## config.mk

```make
export PLATFORM = sky130hd
export DESIGN_NAME = rr_interval_meter
export DESIGN_NICKNAME = d
export VERILOG_FILES = /design/src/rtl/rr_interval_meter.sv
export SDC_FILE = /design/constraint.sdc
export NUM_CORES = 1
export LEC_CHECK = 0
export ABC_CLOCK_PERIOD_IN_PS = 7300
export CORE_MARGIN = 1.5
export CORE_UTILIZATION = 32
export CTS_CLUSTER_SIZE = 30
export DETAILED_ROUTE_END_ITERATION = 7
export DONT_BUFFER_PORTS = 1
export SLEW_MARGIN = 10
export SYNTH_ARGS = -nofsm -noshare
export SYNTH_HDL_FRONTEND = slang
export SYNTH_SLANG_ARGS = --single-unit
```

## constraint.sdc

```tcl
create_clock -name i_clk -period 7.3 [get_ports i_clk]
set_input_delay 2.19 -clock i_clk [delete_from_list [all_inputs] [get_ports i_clk]]
set_output_delay 2.19 -clock i_clk [all_outputs]
set_load 0.01 [all_outputs]
```

## src/rtl/rr_interval_meter.sv

```systemverilog
// RR interval meter: measures the tick count between accepted R-peaks, rejects early
// artifacts, flags asystole timeouts and keeps a running mean over the last 2**AVG_LOG2 intervals.
`timescale 1ns/1ps
module rr_interval_meter #(
    parameter int CNT_WIDTH = 11,
    parameter int AVG_LOG2  = 3,
    parameter int MIN_RR    = 72,
    parameter int MAX_RR    = 720
) (
    input  logic                 i_clk,
    input  logic                 i_rst,
    input  logic                 i_ce,
    input  logic                 i_extremum,
    output logic [CNT_WIDTH-1:0] o_rr_interval,
    output logic                 o_rr_valid,
    output logic [CNT_WIDTH-1:0] o_rr_avg,
    output logic                 o_avg_valid,
    output logic                 o_timeout,
    output logic                 o_tracking
);

    localparam int DEPTH = 1 << AVG_LOG2;
    localparam int SUM_W = CNT_WIDTH + AVG_LOG2;
    localparam logic [CNT_WIDTH-1:0] MIN_V  = CNT_WIDTH'(MIN_RR);
    localparam logic [CNT_WIDTH-1:0] MAX_V  = CNT_WIDTH'(MAX_RR);
    localparam logic [AVG_LOG2:0]    FULL_V = (AVG_LOG2 + 1)'(DEPTH);

    typedef enum logic {
        WAIT_FIRST = 1'b0,
        MEASURE    = 1'b1
    } state_t;

    state_t               state;
    logic [CNT_WIDTH-1:0] cnt;
    logic [CNT_WIDTH-1:0] cnt_next;
    logic [SUM_W-1:0]     sum;
    logic [SUM_W-1:0]     sum_next;
    logic [CNT_WIDTH-1:0] rr_buf [DEPTH];
    logic [AVG_LOG2-1:0]  wr_ptr;
    logic [AVG_LOG2:0]    fill;
    logic                 accept;
    logic                 expire;

    function automatic logic [CNT_WIDTH-1:0] sat_tick(input logic [CNT_WIDTH-1:0] a,
                                                      input logic inc);
        logic [CNT_WIDTH:0] s;
        s = {1'b0, a} + {{CNT_WIDTH{1'b0}}, inc};
        return (s >= {1'b0, MAX_V}) ? MAX_V : s[CNT_WIDTH-1:0];
    endfunction

    function automatic logic [CNT_WIDTH-1:0] trunc_avg(input logic [SUM_W-1:0] s);
        return CNT_WIDTH'(s >> AVG_LOG2);
    endfunction

    // The tick in the peak cycle is counted before the accept/timeout decision.
    always_comb begin
        cnt_next = sat_tick(cnt, i_ce);
        accept   = (state == MEASURE) && i_extremum && (cnt_next >= MIN_V);
        expire   = (state == MEASURE) && !i_extremum && (cnt_next == MAX_V);
        sum_next = sum - SUM_W'(rr_buf[wr_ptr]) + SUM_W'(cnt_next);
    end

    always_ff @(posedge i_clk) begin
        if (i_rst) begin
            state         <= WAIT_FIRST;
            cnt           <= '0;
            sum           <= '0;
            wr_ptr        <= '0;
            fill          <= '0;
            for (int i = 0; i < DEPTH; i++) rr_buf[i] <= '0;
            o_rr_interval <= '0;
            o_rr_valid    <= 1'b0;
            o_rr_avg      <= '0;
            o_avg_valid   <= 1'b0;
            o_timeout     <= 1'b0;
            o_tracking    <= 1'b0;
        end else begin
            o_rr_valid <= 1'b0;
            o_timeout  <= 1'b0;
            if (state == WAIT_FIRST) begin
                if (i_extremum) begin
                    state      <= MEASURE;
                    cnt        <= '0;
                    o_tracking <= 1'b1;
                end
            end else if (accept) begin
                cnt             <= '0;
                o_rr_interval   <= cnt_next;
                o_rr_valid      <= 1'b1;
                sum             <= sum_next;
                rr_buf[wr_ptr]  <= cnt_next;
                wr_ptr          <= wr_ptr + 1'b1;
                o_rr_avg        <= trunc_avg(sum_next);
                if (fill != FULL_V) fill <= fill + 1'b1;
                o_avg_valid     <= o_avg_valid | (fill == FULL_V - 1'b1);
            end else if (expire) begin
                // Asystole: restart acquisition and drop the stale averaging history.
                state       <= WAIT_FIRST;
                cnt         <= '0;
                sum         <= '0;
                wr_ptr      <= '0;
                fill        <= '0;
                for (int i = 0; i < DEPTH; i++) rr_buf[i] <= '0;
                o_rr_avg    <= '0;
                o_avg_valid <= 1'b0;
                o_timeout   <= 1'b1;
                o_tracking  <= 1'b0;
            end else begin
                cnt <= cnt_next;
            end
        end
    end

endmodule

```

# Yosys cells after proc, flatten, opt, wreduce, memory -nomap -nowiden
# Memories as Yosys holds them, arrays and structs flattened. A register that Yosys moved wholly into a read port is not among the register bits.
# Cells that the tools add are included.
# word_totals
ff_bits,59
ramBits,88
inputBits,4
wordCells,93
mem_count,1
# op_classes
addsub,5
magnitude_cmp,2
n_eq_ne,6
n_mux,47
bitwise_logic,9
n_reduce_logical,12
# memory_table
memory,words,word_bits,read_ports,rd_clocked_by_memory_dff,write_ports,line,source
rr_buf,8,11,1,1,8,38,logic [CNT_WIDTH-1:0] rr_buf [DEPTH];
# ops
operator,count
$mux W11,16
$mux W14,2
$mux W1,21
$mux W3,5
$add A14 B11 Y14,1
$sub A14 B11 Y14,1
$add A11 B1 Y12,1
$ge A12 B10 Y1 const B,1
$mux W4,3
$eq A11 B10 Y1 const B,1
$ge A11 B7 Y1 const B,1
$reduce_or A11 Y1,1
$or A1 B1 Y1,9
$reduce_and A3 Y1,2
$add A4 B1 Y4 const B,1
$eq A4 B3 Y1 const B,1
$logic_and A1 B1 Y1,4
$ne A2 B1 Y1 const B,2
$ne A4 B4 Y1 const B,1
$reduce_and A2 Y1,2
$reduce_bool A2 Y1,2
$add A3 B1 Y3 const B,1
$ne A2 B2 Y1 const B,1
$logic_not A1 Y1,1

# Depth between registers and ports, before layout
# Gate-level depths: netlist of run 1.
# depth
ltp_word,12
ltp_mapped,20

# Least setup slack after synthesis of run 1
# OpenSTA, ideal clock, no wires.
# synth_path
kind,input to register
startpoint,input i_ce
endpoint,register o_rr_avg[9]
setup_time_ns,0.117
arrival_ns,6.376
required_time_ns,7.183
path_slack_ns,0.807
stages,19
cell_sequence,ha_1 > ha_1 > buf_2 > nand4_4 > nor3_2 > mux2_2 > o2111ai_2 > nand2_1 > nand2_1 > xnor2_1 > ha_1 > fa_1 > a21o_1 > a21boi_0 > o211ai_1 > a41o_1 > a21oi_1 > xnor2_1 > a32o_1
# synth_via
elab_chain_cells,7
elab_cells_between_ends,11
classes_between,add/sub (2); order compare (2); eq/ne (1); mux (2); reduce/logical (4)
# synth_lines
element,line,source
start: declaration,12,"input logic i_ce,"
$add A11 B1 Y12 (*),47,"s = {1'b0, a} + {{CNT_WIDTH{1'b0}}, inc};"
$ge A12 B10 Y1,48,"return (s >= {1'b0, MAX_V}) ? MAX_V : s[CNT_WIDTH-1:0];"
$mux W11 (*),48,
$ge A11 B7 Y1 / $eq A11 B10 Y1 (equally long branches),"58, 59",
$logic_and A1 B1 Y1 (on tied branches),"58, 59",
$reduce_bool A2 Y1 (no source line),-,
$reduce_and A2 Y1 (no source line),-,
end signal: assignment,93,o_rr_avg <= trunc_avg(sum_next);
end: declaration,16,"output logic [CNT_WIDTH-1:0] o_rr_avg,"
# Mark *: on every way between the ends. The rest lies on a longest branch, timed or not.
# A chain may end at the register's enable or synchronous reset.

# Worst setup path after layout of run 1
# Same ends and word-level chain as after synthesis.

==> impl_metrics.json, run 1 <==
{
  "gp_congestion": 0.8313,
  "grt_pass1_vias": 4730,
  "yosys-top-cells-area": "edfxtp_1 (37%), dfxtp_1 (14%), mux4_2 (6.9%), nor2_1 (6.1%), ha_1 (4.2%)",
  "grtUsageTotal_pct": 15.20,
  "synth_most_common_cell": "nor2_1",
  "cp_max_fo": 15,
  "finalSetupViolCount": 0,
  "clockBufferDepth": 2,
  "die_h_um": 152.6,
  "yosys.area_share.adder_pct": 5.872,
  "power_mw": 1.788,
  "cts_sinks": 139,
  "slew_headroom_pct": 22.32,
  "status": "complete, no violations",
  "critPathRequiredTime_ns": 7.62,
  "start_util_pct": 32.70,
  "hold_viol_final": 0,
  "post_cts_buffers": 0,
  "vias": 4800,
  "wl_per_cell_um": 18.06,
  "dieArea_um2": 23280,
  "hpwl_um": 11920,
  "via_per_inst": 5.117,
  "root_buffer": "clkbuf_16",
  "clock_latency_ns": 0.43,
  "row_count": 54,
  "reg2reg_from": "cnt[0]",
  "synth-seq-cells": 139,
  "worst_pin_slew_ns": 1.158,
  "yosys.area.top_type_share_pct": 36.91,
  "die_w_um": 152.6,
  "min_period_over_period_pct": 87.08,
  "diodes": 0,
  "finalNonFillerCells": 938,
  "fmax_mhz": 157.3,
  "wl_um": 16940,
  "synthesis.instances": 647,
  "synth_cell_type_count": 64,
  "htreeDepth": 4,
  "syn2layout_area_growth_pct": 12.55,
  "placed_cells": 906,
  "rsz0062_at_grt": "false",
  "slew_violations": 0,
  "synth_flop_cell": "edfxtp_1",
  "drive_gt1_share_pct": 16.26,
  "crit_type": "input port to register",
  "critPathLaunch": "i_ce",
  "first_iter_violations": 359,
  "first_pass_iters": 5,
  "synth_top_family_by_area": "simple AND/OR/NAND/NOR gates",
  "netlist.top_cell.by_area": "edfxtp_1",
  "grt_overflow": 0,
  "cp.arrival_ns": 6.68,
  "rr_worst_depth": 19,
  "crit_path_end_kind": "register",
  "antenna_found_initial": 0,
  "ctsResizeCount": 0,
  "synth-xor-area-share_pct": 2.691,
  "ant_nets": 0,
  "start_kind": "input port",
  "cts_made_buffers": 17,
  "floorplan.io_pins": 30,
  "finalSetupTns_ns": 0,
  "ff2ff_setup_slack_ns": 2.36,
  "portBuffers": 0,
  "grt_max_degree": 45,
  "timing.rr.end": "o_rr_avg[9]",
  "synth-simple-area-share_pct": 14.98,
  "p_per_area_nw_per_um2": 221.9,
  "hp-class": "register to register",
  "yosys-mux-area-fraction_pct": 9.035,
  "async_flop_share_pct": 0,
  "synth_compound_area_share_pct": 11.32,
  "drv_cap": 0,
  "yosys_warnings": 0,
  "clk_pin_slew_worst_paths_ns": 0.06,
  "cts_hold_buffers": 0,
  "total_leakage_power_nw": 2.857,
  "core_um2": 21890,
  "yosysSeqAreaShare_pct": 51.17,
  "remaining_drc_errors": 0,
  "fin_skew_ns": 0.008904,
  "final.min_clock_period_ns": 6.357,
  "cts_tree": "done",
  "synth_edf_count": 88,
  "endpoint": "o_rr_avg[9]",
  "synth.top_cells.by_count": "nor2_1 (116), edfxtp_1 (88), dfxtp_1 (51)",
  "syn_avg_cell_area_um2": 11.07,
  "final_net_count": 679,
  "synthesis.area_um2": 7159,
  "grt_pass1_wl_um": 27080,
  "ir_drop_uv": 171.7
}
## cells in the final DEF (no fill, tap or decap), types with 17 or more instances in the layout
master and n:
nor2_1 116, dfxtp_1 51, clkbuf_16 17, mux4_2 22, nand3_1 23, ha_1 24
edfxtp_1 88, a21oi_1 30, nand2_1 45, inv_1 29, buf_4 17
## state kept, by name (all words and copies together), names as in the netlist, named ones only
name,count
fill,4
o_rr_interval,11
rr_buf,88
sum,3
o_timeout,1
state,1
cnt,11
o_rr_avg,11
wr_ptr,3
o_avg_valid,1
o_rr_valid,1
o_tracking,1
## worst min path at each step
stage,cells past startpoint,slack [ns],startpoint,to
after floorplan,1,0.45,cnt[0],cnt[0]
after global placement,1,0.46,cnt[0],cnt[0]
after detailed placement,1,0.47,cnt[0],cnt[0]
after CTS,1,0.49,cnt[0],cnt[0]
after global routing,1,0.51,cnt[0],cnt[0]
final,1,0.48,cnt[0],cnt[0]
## worst max-delay path: stages
cell and delay (ns):
ha_1 0.20, ha_1 0.41, nand4_4 0.15, nor3_2 0.28
mux2_2 0.38, o2111ai_2 0.18, nand2_1 0.10, buf_4 0.20
nand2_1 0.32, xnor2_1 0.17, ha_1 0.25, ha_1 0.35
a21o_1 0.20, a21boi_0 0.37, o211ai_1 0.19, a41o_1 0.27
a21oi_1 0.17, xnor2_1 0.08, a32o_1 0.19
## through the flow
stage | utilization (%) | area, µm² | hold slack [ns] | worst slack [ns]
2_1_floorplan | - | 7186 | 0.4465 | 0.8066
3_3_place_gp | 34.12 | 7468 | 0.4635 | 0.7567
3_5_place_dp | 34.12 | 7468 | 0.4698 | 0.5597
4_1_cts | 36.81 | 8058 | 0.4877 | 1.008
5_1_grt | 36.81 | 8058 | 0.5091 | 0.5746
6_report | 36.81 | 8058 | 0.4783 | 0.9433
## final cells by class
| cell class | count | area, µm² |
|---|---|---|
| fill | 2172 | 13830 |
| sequential | 139 | 3664 |
| multi-input combinational | 440 | 3214 |
| clock buffer | 17 | 425.4 |
| tap | 280 | 350.3 |
| clock inverter | 15 | 163.9 |
| timing repair buffer | 17 | 127.6 |
| inverter | 30 | 112.6 |
## cells by family (layout without fill, tap and decap cells)
group           count (synthesis)  in the layout
simple gates                  233            233
flops                         139            139
compound gates                110            110
buf+inv                        75             79
mux                            36             36
fa+ha+maj                      30             30
xor+xnor                       22             22
other cells                     2              9
## layer usage
layer  up-vias  global-route usage, %  part of all wire [%]
met5         -                      0                     0
met4         0                  5.907                   2.4
met3        27                  4.494                   6.0
met2       129                  24.35                    48
met1      2330                  19.32                    44
li1       2314                      -                     -
## power breakdown
part,switching (mW),internal [mW]
Combinational,0.0432,0.0275
Clock,0.350,0.508
Sequential,0.00646,0.852
Power figures use the tool's default switching activity.
==> inputs of run 2 (changes only) <==
--- a/config.mk
+++ b/config.mk
@@ -5,7 +5,9 @@
 export SDC_FILE = /design/constraint.sdc
 export NUM_CORES = 1
 export LEC_CHECK = 0
-export ABC_CLOCK_PERIOD_IN_PS = 7300
+export ABC_AREA = 1
+export ABC_CLOCK_PERIOD_IN_PS = 5100
+export CAP_MARGIN = 30
 export CORE_MARGIN = 1.5
 export CORE_UTILIZATION = 32
 export CTS_CLUSTER_SIZE = 30
==> constraint.sdc (replaced) <==
create_clock -name i_clk -period 5.1 [get_ports i_clk]
set_input_delay 1.53 -clock i_clk [delete_from_list [all_inputs] [get_ports i_clk]]
set_output_delay 1.53 -clock i_clk [all_outputs]
set_load 0.01 [all_outputs]
==> run 2 against run 1 <==
Effect of this change: clock skew shrank 0.0032 ns; total power is 45% higher; sequential share of layout area fell by 0.70 points; combinational power up 38%; clock power rose by 47%; flip-flop and latch count is the same; routed wire length grew 9.9%; design area grew 1.6%; global-route usage up 1.2 points; non-clock buffer count grew 24; worst hold slack got worse by 0.026 ns; synthesized cell count is 30% higher; critical endpoint is now o_rr_avg[10]; largest cell class unchanged.
==> impl_metrics.json, run 2 <==
{
  "status": "complete, no violations",
  "crit_path_end_kind": "register",
  "ctsResizeCount": 0,
  "hp-class": "register to register",
  "p_seq_share_pct": 47.6,
  "clk_pin_slew_worst_paths_ns": 0.06,
  "grt_max_degree": 45,
  "grt_pass1_wl_um": 29280,
  "netlist.top_cell.by_area": "edfxtp_1",
  "hpwl_um": 12810,
  "p_per_area_nw_per_um2": 316.0,
  "cp_max_fo": 7,
  "power_mw": 2.585,
  "layout_common_cells": "nor2_1 (181), nand2_1 (139), edfxtp_1 (88)",
  "crit_path_top_delay_cell": "ha_1",
  "wl_um": 18620,
  "crit_family": "simple AND/OR/NAND/NOR gates",
  "grt_overflow": 0,
  "switching_power_mw": 0.5645,
  "fmax_mhz": 214.1,
  "syn_avg_cell_area_um2": 8.520,
  "start_kind": "input port",
  "wl_per_cell_um": 16.14,
  "synth_cell_type_count": 42,
  "cts_made_buffers": 17,
  "slew_headroom_pct": 53.21,
  "critPathRequiredTime_ns": 5.42,
  "sw_frac_of_total_pct": 21.83,
  "p_comb_share_pct": 3.8,
  "finalSetupTns_ns": 0,
  "clockPowerShare_pct": 48.6,
  "final_net_count": 895,
  "layout_commonest_cell": "nor2_1",
  "nFillCells": 2178,
  "first_iter_violations": 443,
  "clockBufferDepth": 2,
  "total_leakage_power_nw": 3.388,
  "floorplan.io_pins": 30,
  "die_w_um": 152.4,
  "antenna_found_initial": 0,
  "vias": 5709,
  "grtUsageTotal_pct": 16.38,
  "cp.arrival_ns": 4.99,
  "core_um2": 21820,
  "final_area_um2": 8183,
  "dieArea_um2": 23220,
  "hold_viol_final": 0,
  "yosys.area.top_type_share_pct": 37.01,
  "synth-seq-cells": 139,
  "fin_util_pct": 37.50,
  "synthesis.instances": 838,
  "remaining_drc_errors": 0,
  "worst_pin_slew_ns": 0.6993,
  "grt_pass1_vias": 5391,
  "power.internal_mw": 2.021,
  "synthesis.area_um2": 7139,
  "htreeDepth": 4,
  "portBuffers": 0,
  "clock_latency_ns": 0.43,
  "holdWs_ns": 0.4527,
  "synth_most_common_cell": "nor2_1",
  "cts_tree": "done",
  "syn2layout_area_growth_pct": 14.62,
  "cts_sinks": 139,
  "post_cts_buffers": 0,
  "place_area_um2": 7584,
  "largest_register_ffs": 88,
  "slowest_delay_ns": 0.34,
  "via_per_inst": 4.947,
  "start_util_pct": 32.71,
  "root_buffer": "clkbuf_16",
  "yosys_warnings": 0,
  "largest_register": "rr_buf",
  "ir_drop_uv": 167.8,
  "async_flop_share_pct": 0,
  "crit_buf_inv": 2,
  "ant_nets": 0,
  "finalSetupViolCount": 0,
  "slew_violations": 0,
  "row_count": 54,
  "cts_hold_buffers": 0,
  "first_pass_iters": 6,
  "yosysSeqAreaShare_pct": 51.31,
  "diodes": 0,
  "synth_edf_count": 88,
  "rsz0062_at_grt": "false",
  "yosys-top-cells-area": "edfxtp_1 (37%), dfxtp_1 (14%), nor2_1 (9.5%), nand2_1 (7.3%), ha_1 (4.2%)",
  "gp_congestion": 0.8700,
  "crit_top_cell": "nand2_1",
  "crit_type": "input port to register",
  "final.min_clock_period_ns": 4.672,
  "synth_flop_cell": "edfxtp_1",
  "synth.top_cells.by_count": "nor2_1 (181), nand2_1 (139), edfxtp_1 (88)",
  "drive_gt1_share_pct": 10.76,
  "fin_skew_ns": 0.005670,
  "drv_cap": 0,
  "die_h_um": 152.4,
  "min_period_over_period_pct": 91.60
}
[run 2: cell types whose count changed in the layout (fill, tap and decap cells not counted), moves of 22 or more]
cell / delta
buf_4: +24
inv_1: +45
mux4_2: -22
nand2_1: +94
nand3_1: +23
nor2_1: +65
o21ai_0: +46
[run 2: per-stage QoR]
stage | cells | setup WS, ns
final | 1154 | 0.4283
after global routing | 1154 | 0.04171
after CTS | 1154 | 0.4769
after detailed placement | 1122 | 0.04292
after global placement | 1122 | 0.1090
after floorplan | 845 | 0.003701
[run 2: power by group through the flow]
stage	registers [mW]	clock network [mW]	logic (mW)
CTS	1.23	1.28	0.0976
finish	1.23	1.26	0.0975
floorplan	1.25	0	0.0675
global route	1.23	1.32	0.109
global placement	1.25	0	0.0964
detailed placement	1.25	0	0.0966
[run 2: kinds of logic (layout without fill, tap and decap cells)]
| kind of cell | count (synthesis) | after routing | share of synthesized area, % |
|---|---|---|---|
| xor gates and xnor gates | 8 | 8 | 0.9815 |
| other | 2 | 9 | 0.1052 |
| DFF | 139 | 139 | 51.31 |
| buffers and inverters | 123 | 152 | 7.518 |
| adders and majority gates | 30 | 30 | 5.889 |
| and+or+nand+nor | 403 | 403 | 24.01 |
| AOI/OAI and AO/OA | 133 | 133 | 10.18 |
[run 2: layout make-up]
class | instances | area, µm² | area share, %
Clock inverter | 14 | 170.2 | 2.080
Inverter | 79 | 296.5 | 3.624
Timing Repair Buffer | 41 | 307.8 | 3.761
Multi-Input combinational cell | 583 | 2965 | 36.24
Sequential cell | 139 | 3664 | 44.77
Tap cell | 280 | 350.3 | 4.281
Clock buffer | 18 | 429.2 | 5.245
[run 2: layer usage]
layer / global-route usage, % / part of all wire (%) / wire length, µm / vias to the layer above
li1: - / - / - / 2823
met1: 20.86 / 44 / 8165 / 2685
met2: 26.83 / 48 / 8854 / 168
met3: 3.868 / 6.1 / 1143 / 33
met4: 6.519 / 2.5 / 457 / 0
met5: 0 / 0 / 0 / -
[run 2: path summary, 6_finish.rpt]
path	from	to	slack, ns	depth (start not counted)
worst min-delay path	sum[0]	sum[0]	0.45	2
worst max-delay path	i_ce	o_rr_avg[10]	0.43	25
worst max register to register	cnt[0]	o_rr_avg[10]	1.19	25
worst min register to register	sum[0]	sum[0]	0.45	2
[run 2: worst reg2reg max path: stages, from the launching register on]
cell,delay [ns]
dfxtp_1,0.33
ha_1,0.17
ha_1,0.16
nand2_1,0.10
nor2_4,0.19
nand3_1,0.09
nand2_1,0.07
nand2_1,0.06
nor2_1,0.10
nand2_1,0.09
nand2_4,0.09
inv_1,0.10
nor3_2,0.18
xor2_1,0.17
inv_1,0.06
ha_1,0.27
ha_1,0.34
a21oi_1,0.21
o21ai_0,0.15
nand2_1,0.08
o2111ai_1,0.19
nand3_1,0.12
nand2_1,0.06
or2_2,0.28
nand3_1,0.09
nand2_1,0.05
==> inputs of run 3 (changes only) <==
--- a/config.mk
+++ b/config.mk
@@ -9,10 +9,11 @@
 export ABC_CLOCK_PERIOD_IN_PS = 5100
 export CAP_MARGIN = 30
 export CORE_MARGIN = 1.5
-export CORE_UTILIZATION = 32
+export CORE_UTILIZATION = 45
 export CTS_CLUSTER_SIZE = 30
 export DETAILED_ROUTE_END_ITERATION = 7
 export DONT_BUFFER_PORTS = 1
+export GPL_ROUTABILITY_DRIVEN = 0
 export SLEW_MARGIN = 10
 export SYNTH_ARGS = -nofsm -noshare
 export SYNTH_HDL_FRONTEND = slang
==> run 3 against run 2 <==
Effect of this change: die area decreased by 28%; non-clock buffer count increased by 9; worst hold slack got worse by 0.0030 ns; critical endpoint is now o_rr_avg[3].
==> impl_metrics.json, run 3 (synthesis gave the netlist of run 2 again) <==
{
  "status": "complete, no violations",
  "largest_register_ffs": 88,
  "post_cts_buffers": 0,
  "p_comb_share_pct": 3.9,
  "vias": 5822,
  "hp-class": "register to register",
  "drv_cap": 0,
  "hold_viol_final": 0,
  "largest_register": "rr_buf",
  "hold_depth": 2,
  "portBuffers": 0,
  "clockBufferDepth": 2,
  "reg2reg_from": "cnt[0]",
  "cts_tree": "done",
  "diodes": 0,
  "final-seq-area_um2": 3664,
  "multi_input_area_um2": 2968,
  "sw_frac_of_total_pct": 20.41,
  "start_kind": "input port",
  "cp.arrival_ns": 5.08,
  "start_util_pct": 46.45,
  "first_pass_iters": 4,
  "grt_overflow": 0,
  "grt_pass1_vias": 5488,
  "crit_path_end_kind": "register",
  "htreeDepth": 4,
  "first_iter_violations": 482,
  "cp_max_fo": 9,
  "layout_commonest_cell": "nor2_1",
  "grt_pass1_wl_um": 30100,
  "holdWs_ns": 0.4497,
  "power.internal_mw": 2.060,
  "slew_violations": 0,
  "row_count": 45,
  "syn2layout_area_growth_pct": 14.25,
  "critPathRequiredTime_ns": 5.46,
  "finalSetupViolCount": 0,
  "hpwl_um": 13220,
  "rr_worst_depth": 25,
  "layout_common_cells": "nor2_1 (181), nand2_1 (139), edfxtp_1 (88)",
  "final_net_count": 904,
  "total_leakage_power_nw": 3.417,
  "final.min_clock_period_ns": 4.722,
  "clk_pin_slew_worst_paths_ns": 0.06,
  "p_per_area_nw_per_um2": 317.4,
  "cts_sinks": 139,
  "fmax_mhz": 211.8,
  "remaining_drc_errors": 0,
  "min_period_over_period_pct": 92.58,
  "worst_pin_slew_ns": 0.7474,
  "ant_nets": 0,
  "via_per_inst": 5.327,
  "dieArea_um2": 16630,
  "clockPowerShare_pct": 48.5,
  "wl_per_cell_um": 17.40,
  "crit_type": "input port to register",
  "core_um2": 15370,
  "antenna_found_initial": 0,
  "root_buffer": "clkbuf_16",
  "nFillCells": 1417,
  "die_w_um": 129.0,
  "min-delay-start": "sum[0]",
  "clock_latency_ns": 0.42,
  "switching_power_mw": 0.5285,
  "drive_gt1_share_pct": 11.00,
  "floorplan.io_pins": 30,
  "fin_util_pct": 53.06,
  "ir_drop_uv": 169.0,
  "rsz0062_at_grt": "false",
  "die_h_um": 129.0,
  "grtUsageTotal_pct": 24.44,
  "grt_max_degree": 30,
  "wl_um": 19020,
  "critPathLaunch": "i_ce",
  "p_seq_share_pct": 47.5,
  "cts_made_buffers": 17,
  "slew_headroom_pct": 49.99,
  "fin_skew_ns": 0.008250
}
==> run 3: cell types whose count changed in the layout (fill, tap and decap cells not counted), sizes merged <==
cell	previous run	this run
buf	41	50
clkinv	10	8
inv	79	76
bufinv	3	4
clkbuf	18	21
==> run 3: what timing repair did <==
item                                    CTS  global route
endpoints found under the setup margin    0             3
hold buffers                              0             0
gates resized for setup                   0             2
==> run 3: worst max-delay path: stages <==
cell and delay [ns]:
ha_1 0.16, ha_1 0.17, nand2_1 0.10, nor2_4 0.18
nand3_1 0.10, nand2_1 0.07, nand2_1 0.06, nor2_1 0.10
nand2_1 0.09, nand2_4 0.11, inv_1 0.11, nor3_2 0.18
xor2_1 0.20, inv_1 0.07, ha_1 0.18, o21bai_1 0.16
ha_1 0.34, a21oi_1 0.16, nand2_1 0.11, buf_4 0.16
a21oi_1 0.12, o21ai_0 0.15, a21oi_1 0.23, o211ai_1 0.13
nand2_1 0.11
==> run 3: metrics by stage <==
| stage | power (mW) | cell area, µm² | worst slack [ns] | instances | setup TNS [ns] |
|---|---|---|---|---|---|
| floorplan | 1.317 | 7166 | 0.003701 | 845 | 0 |
| global placement | 1.353 | 7565 | 0.02682 | 1062 | 0 |
| detailed placement | 1.355 | 7565 | -0.06208 | 1062 | -0.1212 |
| CTS | 2.607 | 8154 | 0.3472 | 1093 | 0 |
| global route | 2.667 | 8157 | 0.01016 | 1093 | 0 |
| finish | 2.589 | 8157 | 0.3783 | 1093 | 0 |
==> run 3: layout make-up <==
cell class | instances | share of cell area, %
sequential | 139 | 44.91
multi-input combinational | 583 | 36.39
clock buffer | 21 | 5.400
timing repair buffer | 50 | 4.602
inverter | 79 | 3.636
tap | 211 | 3.237
clock inverter | 10 | 1.825
==> run 3: per-layer routing <==
metal,GRT usage (%),vias up,share of wire (%)
met4,7.601,0,1.5
li1,-,2842,-
met3,4.823,25,5.6
met5,0,-,0
met1,30.74,2795,42
met2,42.50,160,51
==> run 3: path summary, 6_finish.rpt <==
| kind | end | slack (ns) |
|---|---|---|
| worst max-delay path | o_rr_avg[3] | 0.38 |
| worst min-delay path | sum[0] | 0.45 |
| worst max register to register | o_rr_avg[3] | 1.13 |
| worst min register to register | sum[0] | 0.45 |
==> run 3: power by group through the flow <==
stage	logic (mW)	registers, mW	clock network (mW)
floorplan	0.0675	1.25	0
global placement	0.0994	1.25	0
detailed placement	0.101	1.25	0
CTS	0.101	1.23	1.27
global route	0.114	1.23	1.32
finish	0.101	1.23	1.26
